### config.mk
export PLATFORM = sky130hd
export DESIGN_NAME = data_memory_controller
export DESIGN_NICKNAME = d
export VERILOG_FILES = /design/src/rtl/memory_pkg.sv /design/src/rtl/load_extender.sv /design/src/rtl/data_memory_controller.sv
export SDC_FILE = /design/constraint.sdc
export NUM_CORES = 1
export LEC_CHECK = 0
export BUFFER_PORTS_ARGS = -buffer_cell sky130_fd_sc_hd__buf_2
export CAP_MARGIN = 10
export CORE_MARGIN = 3
export CORE_UTILIZATION = 54
export DETAILED_ROUTE_END_ITERATION = 10
export GPL_TIMING_DRIVEN = 0
export HOLD_SLACK_MARGIN = 0.15
export PLACE_DENSITY = 0.9
export SYNTH_ARGS = -nofsm -noshare
export SYNTH_HDL_FRONTEND = slang
export SYNTH_HIERARCHICAL = 1
export SYNTH_SLANG_ARGS = --single-unit
### constraint.sdc
create_clock -name clk -period 2.6 [get_ports clk]
set_input_delay 0 -clock clk [delete_from_list [all_inputs] [get_ports clk]]
set_output_delay 0 -clock clk [all_outputs]
set_load 0.02 [all_outputs]
### src/rtl/memory_pkg.sv
// Shared encodings and helpers for the data memory controller:
// access widths, controller states and lane helpers.
package memory_pkg;

  localparam logic [1:0] WIDTH_NONE = 2'd0;
  localparam logic [1:0] WIDTH_B    = 2'd1;
  localparam logic [1:0] WIDTH_H    = 2'd2;
  localparam logic [1:0] WIDTH_W    = 2'd3;

  typedef enum logic [1:0] {
    ST_IDLE  = 2'd0,
    ST_ISSUE = 2'd1,
    ST_RESP  = 2'd2
  } state_t;

  // Active byte lanes for an access; loads and stores use the same pattern.
  function automatic logic [3:0] byte_enable(input logic [1:0] width,
                                             input logic [1:0] addr_lo);
    logic [3:0] be;
    case (width)
      WIDTH_B: be = 4'b0001 << addr_lo;
      WIDTH_H: be = 4'b0011 << addr_lo;
      WIDTH_W: be = 4'b1111;
      default: be = 4'b0000;
    endcase
    return be;
  endfunction

  // Copy LSB-justified store data onto every lane it could land on.
  function automatic logic [31:0] replicate_store(input logic [1:0] width,
                                                  input logic [31:0] data);
    logic [31:0] rep;
    case (width)
      WIDTH_B: rep = {4{data[7:0]}};
      WIDTH_H: rep = {2{data[15:0]}};
      default: rep = data;
    endcase
    return rep;
  endfunction

  // Halfwords need addr[0]=0, words need addr[1:0]=0; bytes are always aligned.
  function automatic logic is_misaligned(input logic [1:0] width,
                                         input logic [1:0] addr_lo);
    logic bad;
    case (width)
      WIDTH_H: bad = addr_lo[0];
      WIDTH_W: bad = |addr_lo;
      default: bad = 1'b0;
    endcase
    return bad;
  endfunction

endpackage

### src/rtl/load_extender.sv
// Picks the addressed byte/half lane out of a bus word and sign- or
// zero-extends it; also usable by the writeback stage.
module load_extender
  import memory_pkg::*;
(
  input  logic [1:0]  width,
  input  logic [1:0]  addr_lo,
  input  logic        is_unsigned,
  input  logic [31:0] raw_data,
  output logic [31:0] ext_data
);

  logic [7:0]  byte_lane;
  logic [15:0] half_lane;

  // Lane selection followed by extension; an unsigned word is just the word.
  always_comb begin
    byte_lane = raw_data[8*addr_lo +: 8];
    half_lane = addr_lo[1] ? raw_data[31:16] : raw_data[15:0];
    ext_data  = '0;
    case (width)
      WIDTH_B: ext_data = is_unsigned ? {24'd0, byte_lane}
                                      : {{24{byte_lane[7]}}, byte_lane};
      WIDTH_H: ext_data = is_unsigned ? {16'd0, half_lane}
                                      : {{16{half_lane[15]}}, half_lane};
      WIDTH_W: ext_data = raw_data;
      default: ext_data = '0;
    endcase
  end

endmodule

### src/rtl/data_memory_controller.sv
// Single-outstanding load/store controller between the execute-stage memory
// unit and the data bus: alignment check, lane formatting, req/ack handshake
// with timeout, and extended load data on a one-cycle response.
module data_memory_controller
  import memory_pkg::*;
#(
  parameter int ADDR_WIDTH     = 32,
  parameter int DATA_WIDTH     = 32,
  parameter int TIMEOUT_CYCLES = 255
) (
  input  logic                  clk,
  input  logic                  rst_n,
  input  logic                  req_valid,
  input  logic                  req_write,
  input  logic [1:0]            req_width,
  input  logic                  req_unsigned,
  input  logic [ADDR_WIDTH-1:0] req_address,
  input  logic [DATA_WIDTH-1:0] req_write_data,
  output logic                  req_ready,
  output logic                  stall,
  output logic                  resp_valid,
  output logic [DATA_WIDTH-1:0] resp_read_data,
  output logic                  resp_error,
  output logic                  bus_req,
  output logic                  bus_we,
  output logic [ADDR_WIDTH-1:0] bus_address,
  output logic [3:0]            bus_byte_enable,
  output logic [DATA_WIDTH-1:0] bus_write_data,
  input  logic [DATA_WIDTH-1:0] bus_read_data,
  input  logic                  bus_ack
);

  localparam int CNT_W = (TIMEOUT_CYCLES > 1) ? $clog2(TIMEOUT_CYCLES) : 1;
  localparam logic [CNT_W-1:0] CNT_LAST = CNT_W'(TIMEOUT_CYCLES - 1);

  state_t           state;
  logic [CNT_W-1:0] count;
  logic [1:0]       cap_width;
  logic [1:0]       cap_addr_lo;
  logic             cap_unsigned;
  logic             cap_write;
  logic [31:0]      load_data;

  load_extender u_load_extender (
    .width       (cap_width),
    .addr_lo     (cap_addr_lo),
    .is_unsigned (cap_unsigned),
    .raw_data    (bus_read_data),
    .ext_data    (load_data)
  );

  assign req_ready = (state == ST_IDLE);
  assign stall     = ~req_ready;

  // Request/handshake FSM; every bus and response output is registered here.
  always_ff @(posedge clk or negedge rst_n) begin
    if (!rst_n) begin
      state           <= ST_IDLE;
      count           <= '0;
      cap_width       <= WIDTH_NONE;
      cap_addr_lo     <= 2'b00;
      cap_unsigned    <= 1'b0;
      cap_write       <= 1'b0;
      bus_req         <= 1'b0;
      bus_we          <= 1'b0;
      bus_address     <= '0;
      bus_byte_enable <= 4'b0000;
      bus_write_data  <= '0;
      resp_valid      <= 1'b0;
      resp_read_data  <= '0;
      resp_error      <= 1'b0;
    end else begin
      resp_valid <= 1'b0;
      case (state)
        ST_IDLE: begin
          if (req_valid) begin
            cap_width    <= req_width;
            cap_addr_lo  <= req_address[1:0];
            cap_unsigned <= req_unsigned;
            cap_write    <= req_write;
            if (req_width == WIDTH_NONE || is_misaligned(req_width, req_address[1:0])) begin
              state          <= ST_RESP;
              resp_valid     <= 1'b1;
              resp_error     <= 1'b1;
              resp_read_data <= '0;
            end else begin
              state           <= ST_ISSUE;
              count           <= '0;
              bus_req         <= 1'b1;
              bus_we          <= req_write;
              bus_address     <= {req_address[ADDR_WIDTH-1:2], 2'b00};
              bus_byte_enable <= byte_enable(req_width, req_address[1:0]);
              bus_write_data  <= replicate_store(req_width, req_write_data);
            end
          end
        end
        ST_ISSUE: begin
          if (bus_ack) begin
            state          <= ST_RESP;
            bus_req        <= 1'b0;
            bus_we         <= 1'b0;
            resp_valid     <= 1'b1;
            resp_error     <= 1'b0;
            resp_read_data <= cap_write ? '0 : load_data;
          end else if (count == CNT_LAST) begin
            state          <= ST_RESP;
            bus_req        <= 1'b0;
            bus_we         <= 1'b0;
            resp_valid     <= 1'b1;
            resp_error     <= 1'b1;
            resp_read_data <= '0;
          end else begin
            count <= count + 1'b1;
          end
        end
        ST_RESP: begin
          state          <= ST_IDLE;
          resp_error     <= 1'b0;
          resp_read_data <= '0;
        end
        default: state <= ST_IDLE;
      endcase
    end
  end

endmodule

==> qor.txt <==
Status = finished, final reports clean
Post-synthesis register bit count = 118
Routed WL = 22100 um
CTS buffer count = 17
Post-DR wirelength/cell = 21.8 um
Rel. slew slack = 51.3%
Clock-pin slew on the worst setup and hold paths = 0.06 ns
Clk buf depth = 2
Number of remaining DRC errors = 0
Clk_skew = 0.00964 ns
Gr usage total = 37.3%
CP startpoint kind = input pin
RePlAce Congestion = 0.926
Die width = 109 um
# IOs = 210
Vias = 6187
Row count = 37
Setup WS pre-CTS = 0.539 ns
Worst Tran Pin Value = 0.725 ns
Initial antenna violation count = 0
DP HPWL = 12800 um
Setup TNS = 0 ns
H-tree levels = 4
Worst-skew pair later-pin latency = 0.52 ns
Max Slew Vio Count = 0
CP arrival = 2.85 ns
Hold Crit Class = in -> reg
Avg Vias per Cell = 6.10
Synth area leaders = dfrtp_1 (51%), mux2_2 (7.2%), o21ai_0 (6.2%)
Netlist Area Pre-Place = 5770 um^2
Starting Density = 55.7%
Leak = 4.32 nW
Drt first-iter violations = 568
Fmax = 0.404 GHz
CP Capture Type = flip-flop
Final Hold Vio Count = 0
Yosys top cell area share = 51.2%
Synth Warn # = 6
Post-synth EDFFs = 0
Die H = 109 um
Drt pass-1 iters = 5
Final setup viols = 0
Max IR drop VDD = 0.699 mV
Max-Cap Viols = 0
Avg Cell Area, Syn = 11.2 um^2
Fin crit share = 95.1%
Pin count of the biggest net entering global routing = 74
IO Port Bufs = 207
Minimum clock period = 2.47 ns
Main synth FF type = dfrtp_1
PnR worst setup slack = 0.127 ns
CP Data Required Time = 2.98 ns
Critical Path Fanout Max = 10
RSZ-0062 raised after global routing = false
Post-synth top area cell = dfrtp_1
First-pass GRT wire length = 33800 um
Register area share after synthesis = 51.2%
Die area = 12000 um^2
Post-CTS Setup Bufs = 0
Vias in the first global route = 6468
Layout Nets = 977
Critical path class = in -> reg
Cells after synthesis = 517
Post-synth ARST share = 100%
CTS tree = done
Pwr dens = 982 nW/um^2
ANT nets after route = 0
Clock sinks = 118
Root buf cell = clkbuf_8
Core Area = 10400 um^2
Share of layout cells above drive strength 1 = 36.8%
Yosys cell types = 61
# diodes = 0
GRT overflow = 0
P&R area growth vs syn = 53.1%
worst max-delay path: stages:
cell and delay [ns]:
dlygate4sd3_1 0.54, buf_2 0.17, inv_1 0.09, ha_1 0.27, clkbuf_1 0.42, clkbuf_2 0.36, nand2_1 0.17, o21ai_0 0.16
dlygate4sd3_1 0.60, o21ai_0 0.08
layout by cell type, fill, tap and decap left out, drive strengths merged, types with 4 or more instances in the layout:
master       synthesis  layout
o21ai               80      80
buf                 20     229
a31oi                4       4
o211ai              20      20
mux2                41      41
mux2i               18      18
clkbuf              21      42
o31ai                5       5
nand2               23      23
a22o                32      32
a21oi               13      13
nand3               22      22
dlygate4sd3          0     121
o22ai               10      10
ha                   6       6
inv                 12      12
nor2b               10      10
nor2                12      12
clkinv               1       6
a22oi                9       9
dfrtp              118     118
a221o                7       7
flip-flops by register name, indices dropped and copies added, names as in the netlist, 2 cells and up:
| register | count |
|---|---|
| bus_address | 30 |
| resp_read_data | 32 |
| cap_width | 2 |
| count | 8 |
| bus_byte_enable | 4 |
| bus_write_data | 32 |
| state | 2 |
| cap_addr_lo | 2 |
final cells by class:
class                           count  area (um^2)
Fill cell                         487         1530
Clock buffer                       21          459
Multi-Input combinational cell    346         2550
Timing Repair Buffer              330         2300
Clock inverter                      9          126
Inverter                           13         53.8
Buffer                             41          215
Sequential cell                   118         2950
Tap cell                          136          170
synth_stat cells (3+ instances only):
cell type	count
inv_1	11
o21ai_0	72
nand2_1	22
buf_6	4
nor2b_1	10
a221o_1	7
buf_4	5
o21ai_1	8
clkbuf_1	21
nand3_1	22
nor2_1	11
mux2_2	37
dfrtp_1	118
ha_1	6
o22ai_1	10
a31oi_1	3
a21oi_1	13
o211ai_2	10
o31ai_2	4
buf_2	9
a22o_1	32
mux2i_1	18
o211ai_1	10
a22oi_1	8
per-stage QoR:
| step | std cells | util, % | power [mW] | hold WS (ns) | area, um^2 |
|---|---|---|---|---|---|
| detailed placement | 862 | 67.6 | 5.88 | 0.0454 | 7010 |
| global route | 1014 | 85.2 | 9.03 | 0.243 | 8840 |
| floorplan | 518 | - | 4.78 | -0.296 | 5780 |
| global placement | 861 | 67.3 | 5.73 | 0.221 | 6980 |
| CTS | 1014 | 85.2 | 8.47 | 0.225 | 8840 |
| finish | 1014 | 85.2 | 8.68 | 0.255 | 8840 |
logic make-up after synthesis:
group / Yosys count / synth area share (%)
fa+ha+maj: 6 / 1.30
compound gates: 196 / 24.0
simple gates: 83 / 7.54
buf+inv: 54 / 4.64
other cells: 1 / 0.0650
mux: 59 / 11.3
flops: 118 / 51.2
worst paths after layout:
kind                       depth (start not counted)            start  slack [ns]                  to
max                                               10     req_width[1]        0.13  bus_write_data[27]
min                                                3  req_address[12]        0.26     bus_address[12]
max reg2reg                                        6     cap_width[1]        0.36   resp_read_data[2]
min reg2reg                                        1          bus_req        0.47             bus_req
max in group asynchronous                          4            rst_n        1.63        cap_unsigned
min in group asynchronous                          4            rst_n        0.61      bus_address[7]
power by group:
group	internal, mW	switching (mW)	total (mW)
combinational	1.39	2.08	3.47
clock	1.52	0.828	2.35
sequential	2.43	0.430	2.86
layer usage:
layer	global-route usage [%]	routed length, um	vias up
li1	-	-	2629
met1	42.5	7760	2918
met2	61.8	10700	512
met3	9.98	2320	128
met4	23.9	1360	0
met5	0	0	-
timing repair:
item	4_1_cts	5_1_grt
resized for setup	0	2
hold buffers	122	0
endpoints found under the setup margin	0	3
endpoints found under the hold margin	232	0
Note: power is estimated with default switching activity, not from simulation.
